--- src/rtl/apb_master_bridge_if.sv ---
// Command, response and APB4 requester signals for apb_master_bridge.
// The master modport is the bridge's view; slave is the opposite side.
interface apb_master_bridge_if #(
    parameter int ADDR_W = 32,
    parameter int DATA_W = 32
);
    // Command channel
    logic                  cmd_valid;
    logic                  cmd_ready;
    logic                  cmd_write;
    logic [ADDR_W-1:0]     cmd_addr;
    logic [DATA_W-1:0]     cmd_wdata;
    logic [DATA_W/8-1:0]   cmd_wstrb;
    logic [2:0]            cmd_prot;

    // Response channel
    logic                  rsp_valid;
    logic                  rsp_ready;
    logic [DATA_W-1:0]     rsp_rdata;
    logic                  rsp_slverr;
    logic                  rsp_timeout;

    // APB4 bus
    logic [ADDR_W-1:0]     paddr;
    logic [2:0]            pprot;
    logic                  psel;
    logic                  penable;
    logic                  pwrite;
    logic [DATA_W-1:0]     pwdata;
    logic [DATA_W/8-1:0]   pwstrb;
    logic                  pready;
    logic [DATA_W-1:0]     prdata;
    logic                  pslverr;
    logic                  pwakeup;

    modport master (
        input  cmd_valid, cmd_write, cmd_addr, cmd_wdata, cmd_wstrb, cmd_prot,
        input  rsp_ready, pready, prdata, pslverr,
        output cmd_ready, rsp_valid, rsp_rdata, rsp_slverr, rsp_timeout,
        output paddr, pprot, psel, penable, pwrite, pwdata, pwstrb, pwakeup
    );

    modport slave (
        output cmd_valid, cmd_write, cmd_addr, cmd_wdata, cmd_wstrb, cmd_prot,
        output rsp_ready, pready, prdata, pslverr,
        input  cmd_ready, rsp_valid, rsp_rdata, rsp_slverr, rsp_timeout,
        input  paddr, pprot, psel, penable, pwrite, pwdata, pwstrb, pwakeup
    );
endinterface

--- src/rtl/apb_master_bridge.sv ---
// APB4 requester: single read/write commands in, SETUP/ACCESS sequencing with
// pwakeup handling and a wait-state timeout, one response out per command.
module apb_master_bridge #(
    parameter int ADDR_W     = 32,
    parameter int DATA_W     = 32,
    parameter int WAKE_SETUP = 1,
    parameter int IDLE_HOLD  = 4,
    parameter int TIMEOUT    = 16
) (
    input  logic                pclk,
    input  logic                presetn,
    apb_master_bridge_if.master bus
);
    localparam int STRB_W  = DATA_W / 8;
    localparam int CNT_MAX = (TIMEOUT > WAKE_SETUP) ? TIMEOUT : WAKE_SETUP;
    localparam int CNT_W   = $clog2(CNT_MAX + 1);
    localparam int HOLD_W  = (IDLE_HOLD > 0) ? $clog2(IDLE_HOLD + 1) : 1;

    typedef enum logic [2:0] {
        ST_IDLE   = 3'd0,
        ST_WAKE   = 3'd1,
        ST_SETUP  = 3'd2,
        ST_ACCESS = 3'd3,
        ST_RESP   = 3'd4
    } state_t;

    state_t              r_state;
    state_t              w_state_nxt;
    logic [CNT_W-1:0]    r_cnt;       // WAKE length, then ACCESS wait count
    logic [HOLD_W-1:0]   r_hold;      // remaining IDLE cycles of pwakeup hold

    logic                r_cmd_ready;
    logic                r_psel;
    logic                r_penable;
    logic                r_pwakeup;
    logic                r_rsp_valid;
    logic                r_pwrite;
    logic [ADDR_W-1:0]   r_paddr;
    logic [2:0]          r_pprot;
    logic [DATA_W-1:0]   r_pwdata;
    logic [STRB_W-1:0]   r_pwstrb;
    logic [DATA_W-1:0]   r_rsp_rdata;
    logic                r_rsp_slverr;
    logic                r_rsp_timeout;

    logic                w_accept;
    logic                w_rsp_hs;
    logic                w_wake_done;
    logic                w_timeout_hit;
    logic                w_psel_nxt;
    logic                w_penable_nxt;
    logic                w_rsp_valid_nxt;
    logic                w_cmd_ready_nxt;
    logic                w_pwakeup_nxt;

    assign w_accept      = bus.cmd_valid && r_cmd_ready;
    assign w_rsp_hs      = r_rsp_valid && bus.rsp_ready;
    assign w_wake_done   = (r_cnt >= CNT_W'(WAKE_SETUP - 1));
    // Counter reaching TIMEOUT on this edge; pready high on the same edge wins.
    assign w_timeout_hit = (TIMEOUT != 0) && !bus.pready &&
                           ((r_cnt + CNT_W'(1)) == CNT_W'(TIMEOUT));

    // State register.
    always_ff @(posedge pclk or negedge presetn) begin
        if (!presetn) begin
            r_state <= ST_IDLE;
        end else begin
            r_state <= w_state_nxt;
        end
    end

    // Next-state decode.
    always_comb begin
        w_state_nxt = r_state;
        case (r_state)
            ST_IDLE: begin
                if (w_accept) begin
                    w_state_nxt = r_pwakeup ? ST_SETUP : ST_WAKE;
                end else begin
                    w_state_nxt = ST_IDLE;
                end
            end
            ST_WAKE: begin
                if (w_wake_done) begin
                    w_state_nxt = ST_SETUP;
                end else begin
                    w_state_nxt = ST_WAKE;
                end
            end
            ST_SETUP: begin
                w_state_nxt = ST_ACCESS;
            end
            ST_ACCESS: begin
                if (bus.pready || w_timeout_hit) begin
                    w_state_nxt = ST_RESP;
                end else begin
                    w_state_nxt = ST_ACCESS;
                end
            end
            ST_RESP: begin
                if (w_rsp_hs) begin
                    w_state_nxt = ST_IDLE;
                end else begin
                    w_state_nxt = ST_RESP;
                end
            end
            default: begin
                w_state_nxt = ST_IDLE;
            end
        endcase
    end

    // Output decode from the next state, so every output comes straight from a flop.
    always_comb begin
        w_psel_nxt      = (w_state_nxt == ST_SETUP) || (w_state_nxt == ST_ACCESS);
        w_penable_nxt   = (w_state_nxt == ST_ACCESS);
        w_rsp_valid_nxt = (w_state_nxt == ST_RESP);
        w_cmd_ready_nxt = (w_state_nxt == ST_IDLE);
        w_pwakeup_nxt   = 1'b1;
        if (w_state_nxt == ST_IDLE) begin
            if (r_state == ST_RESP) begin
                w_pwakeup_nxt = (IDLE_HOLD != 0);
            end else begin
                w_pwakeup_nxt = (r_hold > HOLD_W'(1));
            end
        end else begin
            w_pwakeup_nxt = 1'b1;
        end
    end

    // Registered control outputs.
    always_ff @(posedge pclk or negedge presetn) begin
        if (!presetn) begin
            r_cmd_ready <= 1'b1;
            r_psel      <= 1'b0;
            r_penable   <= 1'b0;
            r_rsp_valid <= 1'b0;
            r_pwakeup   <= 1'b0;
        end else begin
            r_cmd_ready <= w_cmd_ready_nxt;
            r_psel      <= w_psel_nxt;
            r_penable   <= w_penable_nxt;
            r_rsp_valid <= w_rsp_valid_nxt;
            r_pwakeup   <= w_pwakeup_nxt;
        end
    end

    // Wake/wait counter (cleared on every state change, saturating) and hold counter.
    always_ff @(posedge pclk or negedge presetn) begin
        if (!presetn) begin
            r_cnt  <= {CNT_W{1'b0}};
            r_hold <= {HOLD_W{1'b0}};
        end else begin
            if (w_state_nxt != r_state) begin
                r_cnt <= {CNT_W{1'b0}};
            end else if ((r_state == ST_WAKE) || ((r_state == ST_ACCESS) && !bus.pready)) begin
                if (r_cnt != {CNT_W{1'b1}}) begin
                    r_cnt <= r_cnt + CNT_W'(1);
                end
            end

            if ((r_state == ST_RESP) && w_rsp_hs) begin
                r_hold <= HOLD_W'(IDLE_HOLD);
            end else if (w_accept) begin
                r_hold <= {HOLD_W{1'b0}};
            end else if ((r_state == ST_IDLE) && (r_hold != {HOLD_W{1'b0}})) begin
                r_hold <= r_hold - HOLD_W'(1);
            end
        end
    end

    // Command capture onto the bus and response capture from the bus.
    always_ff @(posedge pclk or negedge presetn) begin
        if (!presetn) begin
            r_paddr       <= {ADDR_W{1'b0}};
            r_pprot       <= 3'b000;
            r_pwrite      <= 1'b0;
            r_pwdata      <= {DATA_W{1'b0}};
            r_pwstrb      <= {STRB_W{1'b0}};
            r_rsp_rdata   <= {DATA_W{1'b0}};
            r_rsp_slverr  <= 1'b0;
            r_rsp_timeout <= 1'b0;
        end else begin
            if (w_accept) begin
                r_paddr  <= bus.cmd_addr;
                r_pprot  <= bus.cmd_prot;
                r_pwrite <= bus.cmd_write;
                // Reads put all-zero data and strobes on the bus.
                r_pwdata <= bus.cmd_write ? bus.cmd_wdata : {DATA_W{1'b0}};
                r_pwstrb <= bus.cmd_write ? bus.cmd_wstrb : {STRB_W{1'b0}};
            end
            if (r_state == ST_ACCESS) begin
                if (bus.pready) begin
                    r_rsp_rdata   <= r_pwrite ? {DATA_W{1'b0}} : bus.prdata;
                    r_rsp_slverr  <= bus.pslverr;
                    r_rsp_timeout <= 1'b0;
                end else if (w_timeout_hit) begin
                    r_rsp_rdata   <= {DATA_W{1'b0}};
                    r_rsp_slverr  <= 1'b1;
                    r_rsp_timeout <= 1'b1;
                end
            end
        end
    end

    assign bus.cmd_ready   = r_cmd_ready;
    assign bus.psel        = r_psel;
    assign bus.penable     = r_penable;
    assign bus.pwakeup     = r_pwakeup;
    assign bus.pwrite      = r_pwrite;
    assign bus.paddr       = r_paddr;
    assign bus.pprot       = r_pprot;
    assign bus.pwdata      = r_pwdata;
    assign bus.pwstrb      = r_pwstrb;
    assign bus.rsp_valid   = r_rsp_valid;
    assign bus.rsp_rdata   = r_rsp_rdata;
    assign bus.rsp_slverr  = r_rsp_slverr;
    assign bus.rsp_timeout = r_rsp_timeout;
endmodule

--- src/flat_wrapper.sv ---
// flat-port wrapper written by rule: the top's interface ports become plain ports
module apb_master_bridge_flat 
#(
    parameter int ADDR_W     = 32,
    parameter int DATA_W     = 32,
    parameter int WAKE_SETUP = 1,
    parameter int IDLE_HOLD  = 4,
    parameter int TIMEOUT    = 16
)
  (pclk, presetn, bus_cmd_valid, bus_cmd_write, bus_cmd_addr, bus_cmd_wdata, bus_cmd_wstrb, bus_cmd_prot, bus_rsp_ready, bus_pready, bus_prdata, bus_pslverr, bus_cmd_ready, bus_rsp_valid, bus_rsp_rdata, bus_rsp_slverr, bus_rsp_timeout, bus_paddr, bus_pprot, bus_psel, bus_penable, bus_pwrite, bus_pwdata, bus_pwstrb, bus_pwakeup);
  apb_master_bridge_if #(.ADDR_W(ADDR_W), .DATA_W(DATA_W)) bus_i ();
  input  logic pclk;
  input  logic presetn;
  input wire logic [$bits(bus_i.cmd_valid)-1:0] bus_cmd_valid;
  input wire logic [$bits(bus_i.cmd_write)-1:0] bus_cmd_write;
  input wire logic [$bits(bus_i.cmd_addr)-1:0] bus_cmd_addr;
  input wire logic [$bits(bus_i.cmd_wdata)-1:0] bus_cmd_wdata;
  input wire logic [$bits(bus_i.cmd_wstrb)-1:0] bus_cmd_wstrb;
  input wire logic [$bits(bus_i.cmd_prot)-1:0] bus_cmd_prot;
  input wire logic [$bits(bus_i.rsp_ready)-1:0] bus_rsp_ready;
  input wire logic [$bits(bus_i.pready)-1:0] bus_pready;
  input wire logic [$bits(bus_i.prdata)-1:0] bus_prdata;
  input wire logic [$bits(bus_i.pslverr)-1:0] bus_pslverr;
  output wire logic [$bits(bus_i.cmd_ready)-1:0] bus_cmd_ready;
  output wire logic [$bits(bus_i.rsp_valid)-1:0] bus_rsp_valid;
  output wire logic [$bits(bus_i.rsp_rdata)-1:0] bus_rsp_rdata;
  output wire logic [$bits(bus_i.rsp_slverr)-1:0] bus_rsp_slverr;
  output wire logic [$bits(bus_i.rsp_timeout)-1:0] bus_rsp_timeout;
  output wire logic [$bits(bus_i.paddr)-1:0] bus_paddr;
  output wire logic [$bits(bus_i.pprot)-1:0] bus_pprot;
  output wire logic [$bits(bus_i.psel)-1:0] bus_psel;
  output wire logic [$bits(bus_i.penable)-1:0] bus_penable;
  output wire logic [$bits(bus_i.pwrite)-1:0] bus_pwrite;
  output wire logic [$bits(bus_i.pwdata)-1:0] bus_pwdata;
  output wire logic [$bits(bus_i.pwstrb)-1:0] bus_pwstrb;
  output wire logic [$bits(bus_i.pwakeup)-1:0] bus_pwakeup;
  assign bus_i.cmd_valid = bus_cmd_valid;
  assign bus_i.cmd_write = bus_cmd_write;
  assign bus_i.cmd_addr = bus_cmd_addr;
  assign bus_i.cmd_wdata = bus_cmd_wdata;
  assign bus_i.cmd_wstrb = bus_cmd_wstrb;
  assign bus_i.cmd_prot = bus_cmd_prot;
  assign bus_i.rsp_ready = bus_rsp_ready;
  assign bus_i.pready = bus_pready;
  assign bus_i.prdata = bus_prdata;
  assign bus_i.pslverr = bus_pslverr;
  assign bus_cmd_ready = bus_i.cmd_ready;
  assign bus_rsp_valid = bus_i.rsp_valid;
  assign bus_rsp_rdata = bus_i.rsp_rdata;
  assign bus_rsp_slverr = bus_i.rsp_slverr;
  assign bus_rsp_timeout = bus_i.rsp_timeout;
  assign bus_paddr = bus_i.paddr;
  assign bus_pprot = bus_i.pprot;
  assign bus_psel = bus_i.psel;
  assign bus_penable = bus_i.penable;
  assign bus_pwrite = bus_i.pwrite;
  assign bus_pwdata = bus_i.pwdata;
  assign bus_pwstrb = bus_i.pwstrb;
  assign bus_pwakeup = bus_i.pwakeup;
  apb_master_bridge #(.ADDR_W(ADDR_W), .DATA_W(DATA_W), .WAKE_SETUP(WAKE_SETUP), .IDLE_HOLD(IDLE_HOLD), .TIMEOUT(TIMEOUT)) u_core (.pclk(pclk), .presetn(presetn), .bus(bus_i));
endmodule
--- config.mk ---
export PLATFORM = sky130hd
export DESIGN_NAME = apb_master_bridge_flat
export DESIGN_NICKNAME = d
export VERILOG_FILES = /design/src/rtl/apb_master_bridge_if.sv /design/src/rtl/apb_master_bridge.sv /design/src/flat_wrapper.sv
export SDC_FILE = /design/constraint.sdc
export NUM_CORES = 1
export LEC_CHECK = 0
export BUFFER_PORTS_ARGS = -buffer_cell sky130_fd_sc_hd__buf_2
export CORE_MARGIN = 2
export CORE_UTILIZATION = 30
export CTS_CLUSTER_DIAMETER = 60
export CTS_CLUSTER_SIZE = 14
export DETAILED_ROUTE_END_ITERATION = 10
export MAX_ROUTING_LAYER = met4
export SETUP_SLACK_MARGIN = 0.4
export SYNTH_ARGS = -nofsm -noshare
export SYNTH_HDL_FRONTEND = slang
export SYNTH_SLANG_ARGS = --single-unit
export TNS_END_PERCENT = 100
--- constraint.sdc ---
create_clock -name pclk -period 2.68 [get_ports pclk]
set_input_delay 0.536 -clock pclk [delete_from_list [all_inputs] [get_ports pclk]]
set_output_delay 0.536 -clock pclk [all_outputs]
set_load 0.02 [all_outputs]
==> impl_results.md, run 1 <==
- Status: finished, final reports clean
- R2r endpoint: u_core.bus.rsp_slverr
- Drt wl/cell: between 10 and 15 microns
- Total wire length: approximately 13000 microns
- Worst vdd ir: 0.493 mV
- Max FO, Critical Path: 7
- Pleak: roughly 3.7 nW
- Clock Tree Buf Depth: 2
- Synthesized area: about 5100 sq um
- Setup TNS: 0 ns
- Fin. max-slew vios: 0
- Slew Limit Headroom: 51.4%
- Worst R2R Setup Slack: 0.40 ns
- Drt first pass iters: 4
- Port-buffer cells: 220
- Hold Vio Cnt, Final: 0
- Post-synth ARST share: 100%
- Placer congestion estimate: about 0.8
- Power Density: between 1000 and 1500 nW/um^2
- Die H: around 130 microns
- Final setup violating endpoints: 0
- Clock root buffer: clkbuf_16
- HPWL Detailed: slightly above 9000 microns
- #FFs+latches synth: 122
- Kind of critical path: reg -> reg
- CP required: 2.98 ns
- Arrival @ worst endpoint: 2.57 ns
- Reg2reg start: u_core.r_cnt[0]
- CP dominant cell by count: and3_4
- Cell family with most CP delay: simple AND/OR/NAND/NOR gates
- Layout cells sized above 1: 45.8%
- Top FF cell, synth: dfrtp_1
- Syn avg cell area: 11.1 sq um
- FP Rows: 47
- Post-synth EDFFs: 0
- Syn_nets: ~580
- Hold crit path type: in -> reg
- Max-Cap Viols: 0
- Area Overhead vs Synth: 42.8%
- CP bufs+invs: 1
- Clock buffer count from CTS: 17
- Post-synth top area cell: dfrtp_1
- TritonCTS Sinks: between 100 and 150
- Chip width: 135 microns
- Worst slew pin tran: 0.729 ns
- Largest net degree at the start of global routing: 64
- HP Start: bus_cmd_addr[28]
- DRC violation count after routing: 0
- Number of DRC markers in iteration 0: ~160
- Final net count: between 800 and 900
- WHS Path Cells: 2
- Initial Utilization: 30.8%
- Worst skew pair latency: a little over 0.4 ns
- Setup Skew: approximately 0.0042 ns
- Post-synth top area share: between 50% and 60%
- Critical path cell sequence: ha_2 -> and3_4 -> ha_4 -> and3_4 -> a31oi_4 -> nor4bb_4 -> buf_6 -> mux2_2
- Fmax: around 0.44 GHz
- Worst path max stage delay: between 0.3 and 0.4 ns
- CTS tree: done
- Slowest cell on the critical path: dfrtp_1
- Die area: between 15000 and 20000 sq um
- Seq/Total Area, Yosys: 59.6%
- H-tree depth reported by CTS: 4
- Post-detailed-route via-to-cell ratio: 4.31
- Clock-pin transition on the worst setup and hold timing paths: around 0.060 ns
- Most frequent cells in the layout: buf_2, dfrtp_1, nand2_1
- First-pass GRT wire length: 20300 microns
- Startpoint types: flip-flop
- Core area: roughly 17000 sq um
- Initial antenna violation count: 2
- Io pins: between 200 and 250
- Tcrit/Tclk final: between 80% and 90%
- Unrepaired setup endpoints after global routing: yes
- Routed Antenna Nets: 0
- Grt ovf: 0
- Worst reg-to-reg path cell count: 8
- Final min period: roughly 2.3 ns
- Most common cell after layout, fill and taps aside: buf_2
- Vias in the first global route: 4052
- Yosys warning count: 0
- Yosys cell types: 39
- Total track usage: roughly 15%
- Fin util: a little over two fifths
- Hold Path Sink: u_core.bus.paddr[28]
- Gate Count Post-Synth: 461
- Critical path depth: 8
- Via Count: approximately 4000
- Ranking of synthesized cells by area: dfrtp_1, nand2_1, mux2_2
- Setup crit end kind: flip-flop
==> kinds of logic (layout without fill, tap and decap cells) <==
group | count (synthesis) | count (layout) | share of synthesized area (%)
compound gates | 52 | 52 | 5.86
mux | 72 | 72 | 15.0
flops | 122 | 122 | 59.6
other cells | 0 | 2 | 0
simple gates | 142 | 142 | 11.7
buf+inv | 63 | 307 | 5.79
fa+ha+maj | 5 | 5 | 1.22
xor+xnor | 5 | 5 | 0.855
==> layer usage <==
metal | global-route usage, % | vias up | part of all wire [%]
met5 | - | - | 0
met2 | 23.6 | 135 | 49
met3 | 4.80 | 18 | 7.4
met4 | 6.43 | 0 | 2.2
li1 | - | 1980 | -
met1 | 17.3 | 1862 | 42
==> stage by stage <==
stage	worst slack [ns]	hold WS, ns	instance area, sq um	total power [mW]	std cells
detailed placement	0.229	0.444	6470	6.36	885
global placement	0.297	0.446	6470	6.30	885
CTS	0.390	0.327	7220	9.08	922
global route	0.318	0.339	7310	9.55	927
finish	0.404	0.348	7310	9.00	927
floorplan	0.404	0.240	5130	5.18	461
==> what timing repair did <==
action | CTS | global route
gates cloned | 1 | 2
hold buffers | 1 | 0
pin swaps | 1 | 4
endpoints found under the setup margin | 36 | 34
buffers inserted | 3 | 1
gates resized for setup | 4 | 5
endpoints found under the hold margin | 3 | 0
==> how the worst max path moves through the flow <==
| stage | endpoint | start |
|---|---|---|
| after floorplan | u_core.bus.rsp_slverr | u_core.r_cnt[0] |
| after global placement | u_core.bus.rsp_rdata[9] | u_core.r_cnt[1] |
| after detailed placement | u_core.bus.rsp_rdata[6] | u_core.r_cnt[0] |
| after CTS | u_core.bus.rsp_rdata[5] | u_core.r_cnt[1] |
| after global routing | u_core.bus.rsp_rdata[4] | u_core.r_cnt[0] |
| final | u_core.bus.rsp_slverr | u_core.r_cnt[0] |
==> cell usage after synthesis, types with 2 or more instances <==
master,n
xor2_1,4
nor3b_1,2
nand2_1,115
buf_12,3
nor2_1,3
nor3_1,7
nand3_1,3
mux2_2,37
mux2i_1,35
ha_1,5
nand2b_1,2
and3_2,2
buf_1,3
a21oi_1,3
buf_2,3
inv_1,36
o21ai_0,39
a221oi_1,2
dfrtp_1,121
clkbuf_1,17
==> power by group <==
group | internal (mW) | total, mW | switching, mW
Combinational | 1.32 | 3.35 | 2.03
Clock | 1.77 | 2.60 | 0.826
Sequential | 2.62 | 3.05 | 0.430
==> area by class of cell <==
type,count,area (sq um)
diodes,2,5.00
clock buffers,22,494
clock inverters,10,186
fillers,1619,9330
inverters,36,135
multi-input cells,276,1820
flip-flops and latches,122,3050
well taps,220,275
repair buffers,239,1340
==> registers in the layout, indices dropped and copies added (netlist names) <==
signal,count
u_core.bus.pwakeup,1
u_core.bus.pwstrb,4
u_core.bus.rsp_slverr,1
u_core.bus.psel,1
u_core.r_cnt,5
u_core.r_hold,3
u_core.bus.paddr,32
u_core.bus.rsp_rdata,32
u_core.bus.penable,1
u_core.bus.rsp_valid,1
u_core.bus.rsp_timeout,1
u_core.bus.pprot,3
u_core.r_state,3
u_core.bus.pwdata,32
u_core.bus.cmd_ready,1
u_core.bus.pwrite,1
Note: power is estimated with default switching activity, not from simulation.
==> run 2, diff against run 1 <==
==> constraint.sdc (replaced) <==
create_clock -name pclk -period 1.9 [get_ports pclk]
set_input_delay 0.38 -clock pclk [delete_from_list [all_inputs] [get_ports pclk]]
set_output_delay 0.38 -clock pclk [all_outputs]
set_load 0.02 [all_outputs]
==> impl_results.md, run 2 (synthesis results as in run 1) <==
- Clock buffer count from CTS: 17 (unchanged)
- Drt wl/cell: 13.8 microns (-2.3%)
- Reg2reg start: u_core.r_cnt[1]
- FP Rows: 47 (unchanged)
- Worst R2R Setup Slack: -0.37 ns (-0.78 ns)
- Die area: 18100 sq um (unchanged)
- Initial antenna violation count: 0 (-2)
- Min Hold Slack: 0.195 ns (-0.152 ns)
- R2r endpoint: u_core.bus.rsp_rdata[23]
- Vias in the first global route: 4037 (-0.37%)
- Slew Limit Headroom: 71.1% (+20 points)
- Fin. max-slew vios: 0 (unchanged)
- Status: finished, violations left
- Clock root buffer: clkbuf_16
- Most frequent cells in the layout: buf_2, dfrtp_1, nand2_1
- Number of DRC markers in iteration 0: 127 (-22%)
- Worst skew pair latency: 0.41 ns (about the same)
- Power Density: 1710 nW/um^2 (+39%)
- Final net count: 823 (+2.0%)
- Routed Antenna Nets: 0 (unchanged)
- H-tree depth reported by CTS: 4 (unchanged)
- Post-detailed-route via-to-cell ratio: 4.34 (+0.78%)
- Hold crit path type: in -> reg
- Layout fillers: 1554 (-4.0%)
- Worst vdd ir: 0.689 mV (+40%)
- Initial Utilization: 30.8% (unchanged)
- Core area: 16600 sq um (unchanged)
- Layout Cells excl Fill: 941 (+1.5%)
- Worst slew pin tran: 0.433 ns (-0.296 ns)
- Register Area: 3050 sq um (unchanged)
- Slowest cell on the critical path: nor4bb_4
- Fmax: 0.440 GHz (+0.17%)
- Pwr Total: 13.0 mW (+45%)
- Chip width: 135 microns (unchanged)
- Total track usage: 14.4% (-0.48 points)
- Worst reg-to-reg path cell count: 9 (+1)
- Pleak: 3.80 nW (+3.5%)
- Worst path max stage delay: 0.40 ns (+0.02 ns)
- Sw Ratio: 37.2% (+0.71 points)
- Unrepaired setup endpoints after global routing: yes
- Port-buffer cells: 220 (unchanged)
- Drt first pass iters: 4 (unchanged)
- Kind of critical path: reg -> reg
- Setup Skew: 0.0105 ns (+0.00626 ns)
- Violated checks: negative setup slack
- Total wire length: 12900 microns (-0.81%)
- Grt ovf: 0 (unchanged)
- Combinational power share: 38.9% (+1.6 points)
- CP dominant cell by count: and3_4
- Max FO, Critical Path: 9 (+2)
- Critical path cell sequence: ha_2 -> and3_4 -> ha_4 -> and3_4 -> a31oi_4 -> nor4bb_4 -> buf_12 -> clkbuf_16 -> mux2i_1
- Area Overhead vs Synth: 48.3%
- Placer congestion estimate: 0.747 (-4.9%)
- Tcrit/Tclk final: 120% (+35 points)
- TritonCTS Sinks: 122 (unchanged)
- Arrival @ worst endpoint: 2.60 ns (+0.03 ns)
- Cell Int Power: 8.18 mW (+43%)
- Setup crit end kind: flip-flop
- Area of the multi-input gates: 1920 sq um (+5.1%)
- CTS tree: done
- HPWL Detailed: 8940 microns (-2.2%)
- Sequential share of power: 33.0% (-0.9 points)
- Clock-pin transition on the worst setup and hold timing paths: 0.06 ns (about the same)
- Io pins: 221 (unchanged)
- Cell family with most CP delay: simple AND/OR/NAND/NOR gates
- Startpoint types: flip-flop
- Final min period: 2.27 ns (-0.00397 ns)
- Die H: 135 microns (unchanged)
- DRC violation count after routing: 0 (unchanged)
- CP bufs+invs: 2 (+1)
- Most common cell after layout, fill and taps aside: buf_2
- Max-Cap Viols: 0 (unchanged)
- Final setup violating endpoints: 45 (+45)
- HP Start: bus_cmd_addr[12]
- Clock Tree Buf Depth: 2 (unchanged)
- Via Count: 4087 (+2.3%)
- Hold Vio Cnt, Final: 0 (unchanged)
- Layout cells sized above 1: 48.5% (+2.7 points)
- WHS Path Cells: 2 (unchanged)
- Largest net degree at the start of global routing: 60 (-6.3%)
- DP Cell Count: 900 (+1.7%)
- Clock power frac: 28.1% (-0.8 points)
- Switch Pwr: 4.85 mW (+47%)
- Post-route setup slack: -0.372 ns (-0.776 ns)
- Antenna cells: 0 (-2)
- CP required: 2.23 ns (-0.75 ns)
- Hold Path Sink: u_core.bus.paddr[12]
- First-pass GRT wire length: 19900 microns (-1.8%)
## run 2: cell types whose count changed in the layout (fill, tap and decap cells not counted), moves of 2 or more
cell	change
a221oi_1	-2
diode_2	-2
buf_12	+8
buf_6	+2
nor3_1	-7
buf_4	+8
clkbuf_8	-3
nor3_2	+7
inv_6	+3
a221oi_2	+2
## run 2: through the flow
| step | util (%) | worst slack [ns] | area, sq um | setup TNS [ns] |
|---|---|---|---|---|
| floorplan | - | -0.306 | 5180 | -8.73 |
| global placement | 40.4 | -0.329 | 6720 | -11.05 |
| detailed placement | 40.4 | -0.372 | 6720 | -13.41 |
| CTS | 45.2 | -0.343 | 7520 | -13.08 |
| global route | 45.7 | -0.457 | 7600 | -18.47 |
| finish | 45.7 | -0.372 | 7600 | -14.58 |
## run 2: cell type report
cell class / instances / area share, %
Sequential cell: 122 / 40.2
Clock inverter: 13 / 2.82
Timing Repair Buffer: 255 / 20.4
Inverter: 36 / 1.78
Clock buffer: 19 / 5.96
Tap cell: 220 / 3.62
Multi-Input combinational cell: 276 / 25.2
## run 2: power by group through the flow
stage | registers [mW] | logic, mW | clock network (mW)
CTS | 4.30 | 5.03 | 3.75
global route | 4.44 | 5.50 | 3.85
detailed placement | 4.32 | 4.89 | 0
global placement | 4.31 | 4.83 | 0
finish | 4.30 | 5.07 | 3.66
floorplan | 5.53 | 1.84 | 0
## run 2: worst register-to-register path, cell delays in order (launching register included)
cell and delay, ns:
dfrtp_1 0.37, ha_2 0.19, and3_4 0.17, ha_4 0.26
and3_4 0.17, a31oi_4 0.10, nor4bb_4 0.40, buf_12 0.20
clkbuf_16 0.15, mux2i_1 0.18
## run 2: how the worst max path moves through the flow
stage / start / to / slack, ns / depth (start not counted)
final: u_core.r_cnt[1] / u_core.bus.rsp_rdata[23] / -0.37 / 9
after global routing: u_core.r_cnt[1] / u_core.bus.rsp_rdata[25] / -0.46 / 9
after floorplan: u_core.r_cnt[1] / u_core.bus.rsp_slverr / -0.31 / 8
after detailed placement: u_core.r_cnt[1] / u_core.bus.rsp_slverr / -0.37 / 8
after CTS: u_core.r_cnt[1] / u_core.bus.rsp_rdata[25] / -0.34 / 9
after global placement: u_core.r_cnt[1] / u_core.bus.rsp_slverr / -0.33 / 8
## run 2: repair_timing
item,in CTS,in global routing
buffers inserted,4,2
hold endpoints to repair,24,0
gates resized for setup,18,4
gates cloned,0,2
pin swaps,7,2
hold buffers,1,0
endpoints found under the setup margin,46,54
## run 2: per-layer routing
layer / vias to the layer above / wire [microns] / GRT usage [%]
li1: 2003 / - / -
met1: 1903 / 5830 / 18.0
met2: 161 / 5900 / 21.8
met3: 20 / 950 / 4.24
met4: 0 / 259 / 6.14
met5: - / 0 / -
